===== src/rtl/alu_cmd_sequencer.sv =====
// Command-side controller for the 4-bit ALU.
// It accepts one command, sources operands from a 4x4 register file (R0 is
// hardwired to zero) and drives the ALU for exactly one cycle. It then
// captures the ALU outputs, optionally writes the result back, and presents
// a response.
//
// Handshake semantics (both channels): a transfer happens on a rising edge
// where valid && ready are both high. cmd_ready is high only in IDLE.
// rsp_valid is high only in RESP. Both decode purely from state, so neither
// depends combinationally on the opposite side of its channel.
module alu_cmd_sequencer #(
    parameter int CNT_W = 8
) (
    input  logic             clk,
    input  logic             rst,
    input  logic             cmd_valid,
    output logic             cmd_ready,
    input  logic [2:0]       cmd_op,
    input  logic [1:0]       cmd_ra,
    input  logic [1:0]       cmd_rb,
    input  logic [1:0]       cmd_rd,
    input  logic [3:0]       cmd_imm,
    input  logic             cmd_use_imm,
    input  logic             cmd_wb,
    output logic [3:0]       alu_a,
    output logic [3:0]       alu_b,
    output logic [2:0]       alu_op,
    input  logic [3:0]       alu_result,
    input  logic             alu_carry,
    input  logic             alu_zero,
    output logic             rsp_valid,
    input  logic             rsp_ready,
    output logic [3:0]       rsp_result,
    output logic             rsp_carry,
    output logic             rsp_zero,
    input  logic [1:0]       rf_addr,
    output logic [3:0]       rf_data,
    output logic [CNT_W-1:0] cmd_count
);

    typedef enum logic [1:0] {
        IDLE = 2'd0,
        EXEC = 2'd1,
        RESP = 2'd2
    } state_t;

    state_t state;
    state_t state_nx;

    // Latched command fields.
    logic [2:0] op_l;
    logic [1:0] ra_l;
    logic [1:0] rb_l;
    logic [1:0] rd_l;
    logic [3:0] imm_l;
    logic       use_imm_l;
    logic       wb_l;

    // Register file. Entry 0 is never written and is also masked on read.
    logic [3:0] regs [4];

    logic cmd_fire;
    logic rsp_fire;
    logic wr_en;

    assign cmd_fire = cmd_valid && cmd_ready;
    assign rsp_fire = rsp_valid && rsp_ready;
    assign wr_en    = (state == EXEC) && wb_l && (rd_l != 2'd0);

    // Next-state and handshake outputs, decoded from state only.
    always_comb begin
        state_nx  = state;
        cmd_ready = 1'b0;
        rsp_valid = 1'b0;
        case (state)
            IDLE: begin
                cmd_ready = 1'b1;
                if (cmd_valid) state_nx = EXEC;
            end
            EXEC: begin
                state_nx = RESP;
            end
            RESP: begin
                rsp_valid = 1'b1;
                if (rsp_ready) state_nx = IDLE;
            end
            default: begin
                state_nx = IDLE;
            end
        endcase
    end

    // State register.
    always_ff @(posedge clk) begin
        if (rst) state <= IDLE;
        else     state <= state_nx;
    end

    // Capture the command fields on acceptance.
    always_ff @(posedge clk) begin
        if (rst) begin
            op_l      <= 3'd0;
            ra_l      <= 2'd0;
            rb_l      <= 2'd0;
            rd_l      <= 2'd0;
            imm_l     <= 4'd0;
            use_imm_l <= 1'b0;
            wb_l      <= 1'b0;
        end else if (cmd_fire) begin
            op_l      <= cmd_op;
            ra_l      <= cmd_ra;
            rb_l      <= cmd_rb;
            rd_l      <= cmd_rd;
            imm_l     <= cmd_imm;
            use_imm_l <= cmd_use_imm;
            wb_l      <= cmd_wb;
        end
    end

    // ALU drive: always derived from latched fields and current registers.
    // Operands are read combinationally, so an ra==rd self-update sees the old value.
    always_comb begin
        alu_a   = (ra_l == 2'd0) ? 4'd0 : regs[ra_l];
        alu_b   = use_imm_l ? imm_l : ((rb_l == 2'd0) ? 4'd0 : regs[rb_l]);
        alu_op  = op_l;
        rf_data = (rf_addr == 2'd0) ? 4'd0 : regs[rf_addr];
    end

    // Register file write-back at the end of EXEC; R0 writes are dropped.
    always_ff @(posedge clk) begin
        if (rst) begin
            for (int i = 0; i < 4; i++) regs[i] <= 4'd0;
        end else if (wr_en) begin
            regs[rd_l] <= alu_result;
        end
    end

    // Response capture at the end of EXEC; held through RESP.
    always_ff @(posedge clk) begin
        if (rst) begin
            rsp_result <= 4'd0;
            rsp_carry  <= 1'b0;
            rsp_zero   <= 1'b0;
        end else if (state == EXEC) begin
            rsp_result <= alu_result;
            rsp_carry  <= alu_carry;
            rsp_zero   <= alu_zero;
        end
    end

    // Saturating count of completed response handshakes.
    always_ff @(posedge clk) begin
        if (rst) begin
            cmd_count <= '0;
        end else if (rsp_fire && (cmd_count != {CNT_W{1'b1}})) begin
            cmd_count <= cmd_count + CNT_W'(1);
        end
    end

endmodule


===== config.mk =====
export PLATFORM = sky130hd
export DESIGN_NAME = alu_cmd_sequencer
export DESIGN_NICKNAME = d
export VERILOG_FILES = /design/src/rtl/alu_cmd_sequencer.sv
export SDC_FILE = /design/constraint.sdc
export NUM_CORES = 1
export LEC_CHECK = 0
export ABC_AREA = 1
export CAP_MARGIN = 0
export CORE_ASPECT_RATIO = 2
export CORE_MARGIN = 2
export CORE_UTILIZATION = 53
export CTS_CLUSTER_SIZE = 24
export DETAILED_ROUTE_END_ITERATION = 8
export GPL_TIMING_DRIVEN = 0
export PLACE_DENSITY_LB_ADDON = 0.08
export SLEW_MARGIN = 20
export SYNTH_ARGS = -nofsm -noshare
export SYNTH_HDL_FRONTEND = slang
export SYNTH_SLANG_ARGS = --single-unit

===== constraint.sdc =====
create_clock -name clk -period 2 [get_ports clk]
set_input_delay 0.2 -clock clk [delete_from_list [all_inputs] [get_ports clk]]
set_output_delay 0.2 -clock clk [all_outputs]
set_load 0.01 [all_outputs]

* After elaboration in Yosys (flattened, before gate mapping)
Memories as Yosys holds them, arrays and structs flattened. A register that Yosys moved wholly into a read port is not among the register bits. Cells that the tools add are included. Widths: inputs -> output; s select.
Cells by class: divide/modulo/power cells 0, equality and inequality tests 5, shift operators 0, multipliers 0, reduce and logical (&&, ||, !) cells 12, add/sub/neg operators 1, bitwise operators 0, magnitude comparators 0, mux-type cells 21
Operators with widths (count):
- $mux 4 | 5
- $mux 2 | 7
- $add 8x1->8 const B | 1
- $logic_not 2->1 | 4
- $mux 1 | 8
- $ne 8x8->1 const B | 1
- $pmux 2 s3 | 1
- $logic_and 1x1->1 | 5
- $ne 2x2->1 const B | 2
- $reduce_or 4->1 | 1
- $eq 2x1->1 const B | 1
- $eq 2x2->1 const B | 1
- $reduce_and 2->1 | 1
- $reduce_bool 2->1 | 1
Storage, ports and cells: flip-flop bits (word level) 31, ROM bits 0, logic and storage cells 52, bits in writable memories 16, bits in latches 0, output and inout port bits 31, memories 1, bits of input ports 27
Memory list:
- regs | words 4, bits a word 4, rd ports 3, clocked after memory_dff 2, wr ports 4, RTL line 60 | logic [3:0] regs [4];

* Depth between registers and ports, before layout
Gate-level depths: netlist of run 1.
depth after elaboration 8, gate-level depth with buffers 7, depth with buffers taken out 7

* Worst setup path after synthesis of run 1
Ideal clock, no wire load.
kind reg2reg, start point register cmd_count[0], end point register cmd_count[4], path buffers 0, arrival time 1.192 ns, path slack 0.742 ns, setup time 0.066 ns, cell stages (with the launch flop) 8, period minus slack after synthesis 1.258 ns, path through dfxtp_1 ha_1 nand2_1 nor2_2 nand2_4 nand2_2 nand2_1 a21oi_2
Between the ends: longest elaborated chain between the ends 2, elaborated cells on any way between the ends 3, those cells by class add/sub: 1; eq/ne: 1; reduce/logical: 1
RTL lines:
- start: declaration | RTL line 38 | output logic [CNT_W-1:0] cmd_count
- start signal: assignment | RTL line 156 | cmd_count <= cmd_count + CNT_W'(1);
- parallel branches: the longest is 2 deep, another holds $add 8x1->8
Several ways; the timed one is not identified. A chain may end at the register's enable or synchronous reset.

==> flow_metrics.py, run 1 <==
metrics = {
    "run_status": {
        "status": "finished clean",
    },
    "grt": {
        "grt_use_met2_pct": 50.00,
        "gr-usage-met3_pct": 3.030,
        "grt-ovfl-total": 0,
        "globalRouteMet1Util_pct": 21.73,
        "grtUsageTotal_pct": 24.35,
        "grt_pass1_vias": 2175,
        "grt_pass1_wl_um": 9349,
        "grt_max_degree": 16,
        "grt_antenna_before_repair": 0,
        "top_usage_layer": "met2",
    },
    "clock_network": {
        "hold_buffers": 0,
        "post_cts_resized": 7,
        "clock_sinks": 51,
        "htreeDepth": 2,
        "cts_buffers": 5,
        "cts_tree": "built",
        "clk-insertion-delay-late_ps": 300,
        "post_cts_buffers": 0,
        "cts_root_buffer": "clkbuf_8",
        "clockBufferDepth": 2,
        "clk_pin_slew_ps": 90,
    },
    "floorplanning": {
        "io_pins": 58,
        "core-area_um2": 4339,
        "die_width_um": 51.42,
        "dieArea_um2": 5082,
        "start_util_pct": 54.93,
        "row_count": 34,
        "fp.dieH_um": 98.84,
    },
    "sta": {
        "layout_min_cycle_time_ps": 1866,
        "setup_tns_ps": 0,
        "setup_slack_ps": 134.1,
        "max_freq_mhz": 535.9,
        "skew_ps": 4.834,
        "drv_slew": 0,
        "hold_slack_ps": 483.2,
        "setup-violations-final": 0,
        "finalCritPeriodShare_pct": 93.29,
        "hold_viol": 0,
        "rsz0062_at_grt": "false",
    },
    "drt": {
        "vias": 2206,
        "wire_per_inst_um": 13.57,
        "detail-route-antenna-nets": 0,
        "vias_per_cell": 5.227,
        "first_pass_iters": 4,
        "wl_um": 5726,
        "drc": 0,
        "drtIter0Drc": 62,
    },
    "yosys": {
        "synth_top_family_by_area": "simple AND/OR/NAND/NOR gates",
        "netlist-cell-type-count": 28,
        "syn_area_per_cell_um2": 7.893,
        "synth_compound_area_share_pct": 20.16,
        "synthXorXnorAreaFrac_pct": 0,
        "seq_area_frac_synth_pct": 49.55,
        "synth_fa_ha_area_share_pct": 0.5249,
        "synthesis.area_um2": 2384,
        "ys_seq_elements": 51,
        "syn_inst": 302,
        "synthMuxAreaShare_pct": 0,
        "synth_warnings": 0,
        "synthSimpleGateAreaFrac_pct": 21.63,
    },
    "critical_path": {
        "cp.required_ps": 1800,
        "startpoint_type": "flop",
        "regToRegEndpoint": "regs[1][2]",
        "cp.arrival_ps": 1670,
        "rr_startpoint": "state[0]",
        "critPathSlowestCell": "clkdlybuf4s50_1",
        "critPathCaptureType": "primary output",
        "worstPathCellList": "inv_1 > a21oi_1 > o21ai_0 > a21oi_1 > clkdlybuf4s50_1",
        "cpPeakStageDelay_ps": 550,
        "critPathLaunch": "regs[1][3]",
        "rrSetupSlack_ps": 580,
        "endpoint": "rf_data[3]",
        "r2r_cells": 6,
        "cp_common_cell": "a21oi_1",
        "cp_max_fo": 3,
        "crit_type": "reg -> out",
    },
    "finish": {
        "multi_input_area_um2": 1023,
        "nFillCells": 370,
        "syn_to_final_growth_pct": 31.97,
        "final_common_cell": "nor2_1",
        "final_nets": 395,
        "final_cell_mix": "nor2_1 (57), clkdlybuf4s50_1 (47), nand2_1 (43)",
        "num_antenna_cells": 0,
        "layout-drive-gt1-share_pct": 12.23,
        "seq_area_um2": 1182,
        "final_util_pct": 72.49,
    },
    "placement": {
        "dpl.hpwl_um": 4542,
        "gp_congestion": 0.7858,
        "pre_cts_slack_ps": 261.3,
        "io_buffers": 55,
    },
    "worst_hold_path": {
        "worstHoldPathType": "reg -> reg",
    },
    "pwr": {
        "p_leak_nw": 1.358,
        "ir_worst_vdd_mv": 0.7928,
        "total_power_mw": 2.323,
        "cellPowerDensity_nw_per_um2": 738.4,
    },
    "run": {
        "maxCapViolations": 0,
    },
}
-- worst max-delay path: cells and delay by family (launching register included) --
| family | cells | cell delay (ps) |
|---|---|---|
| buf+inv | 2 | 640 |
| compound gates | 3 | 410 |
| flops | 1 | 330 |
-- where the power goes --
group	switching, mW	leakage (nW)	total [mW]	internal, mW
logic	0.217	0.846	0.418	0.201
clock network	0.327	0.0612	0.732	0.405
registers	0.0439	0.451	1.17	1.13
total	0.588	1.36	2.32	1.73
-- layout make-up --
| cell class | instances | area share, % |
|---|---|---|
| sequential | 51 | 37.59 |
| multi-input combinational | 211 | 32.54 |
| timing repair buffer | 55 | 17.78 |
| inverter | 28 | 3.341 |
| buffer | 15 | 2.864 |
| clock buffer | 6 | 2.625 |
| tap | 54 | 2.148 |
| clock inverter | 2 | 1.114 |
-- flip-flops by register name, indices dropped and copies added (netlist names), named ones only --
| name | count |
|---|---|
| cmd_count | 8 |
| regs | 16 |
| alu_op | 3 |
| rsp_zero | 1 |
| wb_l | 1 |
| ra_l | 2 |
| rsp_result | 4 |
| state | 2 |
| rd_l | 2 |
| rsp_carry | 1 |
| rb_l | 2 |
| use_imm_l | 1 |
| imm_l | 4 |
-- cells in the mapped netlist --
cell type	number	area share, %
o21ai_0	21	4.4
dfxtp_1	35	29
conb_1	1	0.16
nand2_1	43	6.8
nand2_4	1	0.47
o211ai_1	8	2.5
nand3_2	1	0.42
inv_2	5	0.79
nand4_1	3	0.79
nor2_4	1	0.47
a31oi_1	2	0.52
nor4_1	2	0.52
nand2_2	2	0.52
inv_1	23	3.6
nand3_1	8	1.7
clkbuf_2	1	0.21
clkbuf_1	2	0.32
o21ai_1	14	2.9
nor2_1	57	9.0
nor3_1	1	0.21
a21oi_2	4	1.5
buf_6	2	0.94
edfxtp_1	16	20
ha_1	1	0.52
o21ai_2	6	2.2
a21oi_1	29	6.1
nor2_2	3	0.79
buf_2	10	2.1
-- through the flow --
stage,std cells,cell area [um2]
global placement,414,3013
floorplan,305,2395
finish,422,3146
CTS,422,3133
detailed placement,414,3013
global route,422,3146
-- routing by layer --
| metal | up-vias | routed length, um |
|---|---|---|
| met5 | - | 0 |
| met4 | 0 | 142 |
| met3 | 12 | 149 |
| met2 | 51 | 3375 |
| met1 | 1015 | 2058 |
| li1 | 1128 | - |
-- cell families after synthesis --
kind of cell | Yosys count
compound gates | 84
fa+ha+maj | 1
buf+inv | 43
flops | 51
other cells | 1
simple gates | 122
-- worst min-delay path by stage --
stage / startpoint / to / depth (start not counted) / slack [ps]
after floorplan: rst / cmd_count[4] / 1 / 260
after global placement: imm_l[0] / imm_l[0] / 2 / 460
after detailed placement: wb_l / wb_l / 2 / 470
after CTS: wb_l / wb_l / 2 / 480
after global routing: wb_l / wb_l / 2 / 500
final: wb_l / wb_l / 2 / 480
Note: power is estimated with default switching activity, not from simulation.
==> run 2, diff against run 1 <==
==> constraint.sdc (replaced) <==
create_clock -name clk -period 2 [get_ports clk]
set_input_delay 0.2 -clock clk [delete_from_list [all_inputs] [get_ports clk]]
set_output_delay 0.2 -clock clk [all_outputs]
set_load 0.1 [all_outputs]
==> flow_metrics.py, run 2 (synthesized netlist as in run 1, its figures left out) <==
metrics = {
    "sta": {
        "hold_slack_ps": 486.7,
        "drv_slew": 0,
        "max_slew.worst_pin.slew_ps": 979.0,
        "hold_viol": 0,
        "max_freq_mhz": 510.1,
        "rsz0062_at_grt": "false",
        "setup-violations-final": 0,
        "layout_min_cycle_time_ps": 1960,
        "skew_ps": 6.613,
        "max_slew_margin_pct": 34.99,
        "setup_tns_ps": 0,
        "finalCritPeriodShare_pct": 98.02,
    },
    "clock_network": {
        "htreeDepth": 2,
        "cts_buffers": 5,
        "clock_sinks": 51,
        "clk-insertion-delay-late_ps": 300,
        "cts_tree": "built",
        "clk_pin_slew_ps": 90,
        "post_cts_buffers": 0,
        "cts_root_buffer": "clkbuf_8",
        "clockBufferDepth": 2,
    },
    "critical_path": {
        "critPathCaptureType": "primary output",
        "cpPeakStageDelay_ps": 1130,
        "critPathSlowestCell": "clkdlybuf4s50_1",
        "critical-path-top-delay-family": "buffers and inverters",
        "worstPathCellList": "clkdlybuf4s50_1",
        "critPathBufInv": 1,
        "crit_type": "reg -> out",
        "cp_max_fo": 2,
        "rr_startpoint": "state[0]",
        "cp.required_ps": 1800,
        "startpoint_type": "flop",
        "cp.arrival_ps": 1760,
        "rrSetupSlack_ps": 550,
        "regToRegEndpoint": "regs[1][1]",
        "r2r_cells": 6,
    },
    "finish": {
        "num_antenna_cells": 0,
        "final_cell_mix": "nor2_1 (56), nand2_1 (43), dfxtp_1 (33)",
        "syn_to_final_growth_pct": 31.55,
        "largest_reg_flops": 16,
        "final_cells": 422,
        "reg.largest.list": "regs x16, cmd_count x8",
        "seq_area_um2": 1184,
        "regMostFlops": "regs",
        "layout-drive-gt1-share_pct": 17.93,
        "final_nets": 395,
        "final_common_cell": "nor2_1",
        "nFillCells": 372,
        "multi_input_area_um2": 1056,
    },
    "drt": {
        "drtIter0Drc": 35,
        "drc": 0,
        "vias": 2234,
        "wl_um": 5789,
        "first_pass_iters": 4,
        "detail-route-antenna-nets": 0,
        "vias_per_cell": 5.294,
        "wire_per_inst_um": 13.72,
    },
    "floorplanning": {
        "dieArea_um2": 5082,
        "start_util_pct": 54.93,
        "io_pins": 58,
        "core-area_um2": 4339,
        "row_count": 34,
        "fp.dieH_um": 98.84,
        "die_width_um": 51.42,
    },
    "placement": {
        "dpl.cell_count": 414,
        "gp_congestion": 0.8391,
        "io_buffers": 55,
        "dpl.hpwl_um": 4535,
    },
    "grt": {
        "grt_pass1_wl_um": 9515,
        "grtUsageTotal_pct": 24.86,
        "grt-ovfl-total": 0,
        "grt_pass1_vias": 2205,
        "grt_max_degree": 17,
        "grt_antenna_before_repair": 0,
    },
    "worst_hold_path": {
        "worstHoldPathCells": 2,
        "worstHoldPathType": "reg -> reg",
        "hold_end": "cmd_count[1]",
        "hold_path.startpoint": "cmd_count[1]",
    },
    "run": {
        "maxCapViolations": 0,
    },
    "run_status": {
        "status": "finished clean",
    },
    "pwr": {
        "cellPowerDensity_nw_per_um2": 834.0,
        "ir_worst_vdd_mv": 0.6866,
        "p_leak_nw": 1.424,
    },
}
==> run 2: cell types whose count changed in the layout (fill, tap and decap cells not counted), sizes merged <==
cell,delta
clkinvlp,+1
clkdlybuf4s50,-22
dlymetal6s2s,+1
buf,+6
clkdlybuf4s15,+3
dlygate4sd2,+9
clkinv,-1
clkdlybuf4s18,+1
clkbuf,+2
==> run 2: area by class of cell <==
type / count / share of cell area [%]
repair buffers: 55 / 16.84
well taps: 54 / 2.155
inverters: 28 / 3.352
plain buffers: 15 / 2.713
clock inverters: 2 / 1.197
clock buffers: 6 / 2.314
flip-flops and latches: 51 / 37.75
multi-input cells: 211 / 33.68
==> run 2: per-layer routing <==
| metal | vias up | wire length, um | track usage (%) |
|---|---|---|---|
| met5 | - | 0 | 0 |
| met4 | 0 | 251 | 12.55 |
| met3 | 19 | 189 | 3.333 |
| met2 | 64 | 3376 | 49.70 |
| met1 | 1025 | 1973 | 22.20 |
| li1 | 1126 | - | - |
==> run 2: power breakdown <==
| group | internal, mW | leakage [nW] | switching (mW) | total [mW] |
|---|---|---|---|---|
| Sequential | 1.13 | 0.452 | 0.0445 | 1.17 |
| Combinational | 0.190 | 0.920 | 0.550 | 0.741 |
| Clock | 0.373 | 0.0514 | 0.328 | 0.701 |
| Total | 1.69 | 1.42 | 0.923 | 2.61 |
==> run 2: how the worst max path moves through the flow <==
stage | depth (start not counted) | startpoint | slack [ps] | to
2_1_floorplan | 6 | state[0] | 110 | flop
3_3_place_gp | 6 | flop | -360 | alu_b[2]
3_5_place_dp | 6 | flop | -390 | alu_b[2]
4_1_cts | 1 | rsp_carry | 5 | rsp_carry
5_1_grt | 5 | flop | 5 | alu_a[1]
6_report | 1 | alu_op[2] | 40 | alu_op[2]
==> run 2: worst reg2reg max path, cell delays in order, from the launching register on <==
cell	delay [ps]
dfxtp_1	400
nand2_1	140
inv_2	110
nand3_2	150
inv_2	90
nand2_1	110
nand2_1	170
==> run 2: stage by stage <==
step | setup slack, ps | total power, mW | cell area, um2 | utilization (%)
after floorplan | 109.9 | 1.754 | 2430 | -
after global placement | -363.0 | 1.947 | 3048 | 70.24
after detailed placement | -385.8 | 1.959 | 3048 | 70.24
after CTS | 5.482 | 2.628 | 3110 | 71.68
after global routing | 4.588 | 2.709 | 3136 | 72.26
final | 39.54 | 2.615 | 3136 | 72.26
==> run 2: what timing repair did <==
action	4_1_cts	5_1_grt
hold buffers	0	0
resized for setup	65	12
setup endpoints to repair	24	10
==> run 3, diff against run 2 <==
- CORE_MARGIN: 2 -> unset
- MAX_ROUTING_LAYER: unset -> met4
==> flow_metrics.py, run 3 (synthesized netlist as in run 1, its figures left out) <==
metrics = {
    "critical_path": {
        "critPathSlowestCell": "buf_2",
        "crit_type": "reg -> out",
        "cp_common_cell": "buf_2",
        "startpoint_type": "flop",
        "critPathCaptureType": "primary output",
        "cp.arrival_ps": 1700,
        "rrSetupSlack_ps": 540,
        "cpPeakStageDelay_ps": 430,
        "cp.required_ps": 1800,
        "worstPathCellList": "clkbuf_2 > buf_2 > o211ai_1 > a21oi_2 > buf_2",
        "cp_max_fo": 10,
    },
    "clock_network": {
        "clock_sinks": 51,
        "cts_buffers": 5,
        "post_cts_buffers": 0,
        "clk-insertion-delay-late_ps": 300,
        "cts_tree": "built",
        "clk_pin_slew_ps": 90,
        "cts_root_buffer": "clkbuf_8",
        "hold_buffers": 0,
        "clockBufferDepth": 2,
        "htreeDepth": 2,
    },
    "drt": {
        "wire_per_inst_um": 13.55,
        "wl_um": 5718,
        "vias_per_cell": 5.291,
        "drtIter0Drc": 42,
        "first_pass_iters": 4,
        "vias": 2233,
        "drc": 0,
        "detail-route-antenna-nets": 0,
    },
    "pwr": {
        "cellPowerDensity_nw_per_um2": 828.3,
        "p_switching_uw": 914.2,
        "ir_worst_vdd_mv": 0.7560,
        "netSwitchingFraction_pct": 35.07,
        "p_seq_share_pct": 44.9,
        "internal-power_mw": 1.692,
        "total_power_mw": 2.607,
        "p_clk_share_pct": 26.7,
        "comb_power_share_pct": 28.3,
        "p_leak_nw": 1.473,
    },
    "sta": {
        "finalCritPeriodShare_pct": 95.15,
        "drv_slew": 0,
        "max_slew.worst_pin.slew_ps": 972.2,
        "max_slew_margin_pct": 35.08,
        "max_freq_mhz": 525.5,
        "hold_viol": 0,
        "rsz0062_at_grt": "false",
        "setup_tns_ps": 0,
        "skew_ps": 5.471,
        "hold_slack_ps": 485.9,
        "layout_min_cycle_time_ps": 1903,
        "setup-violations-final": 0,
    },
    "grt": {
        "grtUsageTotal_pct": 26.17,
        "grt-ovfl-total": 0,
        "grt_pass1_wl_um": 9190,
        "grt_max_degree": 17,
        "grt_antenna_before_repair": 0,
        "grt_pass1_vias": 2139,
    },
    "run": {
        "maxCapViolations": 0,
    },
    "finish": {
        "final_util_pct": 72.52,
        "final_area_um2": 3147,
        "final_nets": 395,
        "syn_to_final_growth_pct": 32.02,
        "layout-drive-gt1-share_pct": 17.93,
        "final_cell_mix": "nor2_1 (56), nand2_1 (43), dfxtp_1 (33)",
        "regMostFlops": "regs",
        "reg.largest.list": "regs x16, cmd_count x8",
        "nFillCells": 390,
        "final_common_cell": "nor2_1",
        "largest_reg_flops": 16,
        "num_antenna_cells": 0,
    },
    "run_status": {
        "status": "finished clean",
    },
    "floorplanning": {
        "dieArea_um2": 4786,
        "row_count": 34,
        "fp.dieH_um": 96.84,
        "die_width_um": 49.42,
        "core-area_um2": 4339,
        "start_util_pct": 54.93,
        "io_pins": 58,
    },
    "placement": {
        "gp_congestion": 0.9200,
        "io_buffers": 55,
        "placed_area_um2": 3048,
        "dpl.hpwl_um": 4538,
    },
    "worst_hold_path": {
        "worstHoldPathType": "reg -> reg",
    },
}
==> run 3: cell count changes in the layout (fill, tap and decap cells not counted), sizes merged <==
cell,previous run,this run
buf,18,16
clkbuf,11,13
clkdlybuf4s15,3,4
clkdlybuf4s18,1,0
clkdlybuf4s50,25,24
dlygate4sd2,12,9
dlymetal6s2s,6,10
==> run 3: worst paths after layout <==
check                start    endpoint  cells past startpoint
setup reg to reg  state[0]  regs[1][2]                      6
hold reg to reg   imm_l[1]    imm_l[1]                      2
setup / recovery      flop    alu_a[3]                      5
hold / removal    imm_l[1]    imm_l[1]                      2
==> run 3: stage by stage <==
stage / std cells / worst slack (ps)
global route: 422 / 9.394
detailed placement: 414 / -340.7
CTS: 422 / 3.680
floorplan: 305 / 109.9
finish: 422 / 96.90
global placement: 414 / -356.2
==> run 3: layer usage <==
| metal | part of all wire [%] | GRT usage (%) | wire, um |
|---|---|---|---|
| met1 | 33 | 21.59 | 1892 |
| met2 | 58 | 49.74 | 3317 |
| met3 | 3.1 | 3.774 | 179 |
| met4 | 5.8 | 18.24 | 329 |
| met5 | 0 | - | 0 |
==> run 3: worst max-delay path: cells and delay by family, from the launching register on <==
family	cells	cell delay, ps
flops	1	310
compound gates	2	280
buf+inv	3	810
==> run 3: power by group through the flow <==
| stage | registers [mW] | clock network [mW] | logic (mW) |
|---|---|---|---|
| after CTS | 1.17 | 0.716 | 0.737 |
| after global placement | 1.20 | 0 | 0.752 |
| after global routing | 1.18 | 0.757 | 0.780 |
| final | 1.17 | 0.697 | 0.739 |
| after floorplan | 1.29 | 0 | 0.461 |
| after detailed placement | 1.20 | 0 | 0.761 |
==> run 3: repair_timing <==
item,4_1_cts,5_1_grt
endpoints found under the setup margin,21,14
gates cloned,0,0
resized for setup,61,14
==> run 3: layout make-up <==
type	count	area (um2)	share of cell area (%)
clock inverter	2	37.54	1.193
clock buffer	6	72.57	2.306
timing repair buffer	55	539.3	17.14
buffer	15	85.08	2.704
multi-input combinational	211	1056	33.56
tap	54	67.56	2.147
inverter	28	105.1	3.340
sequential	51	1184	37.61
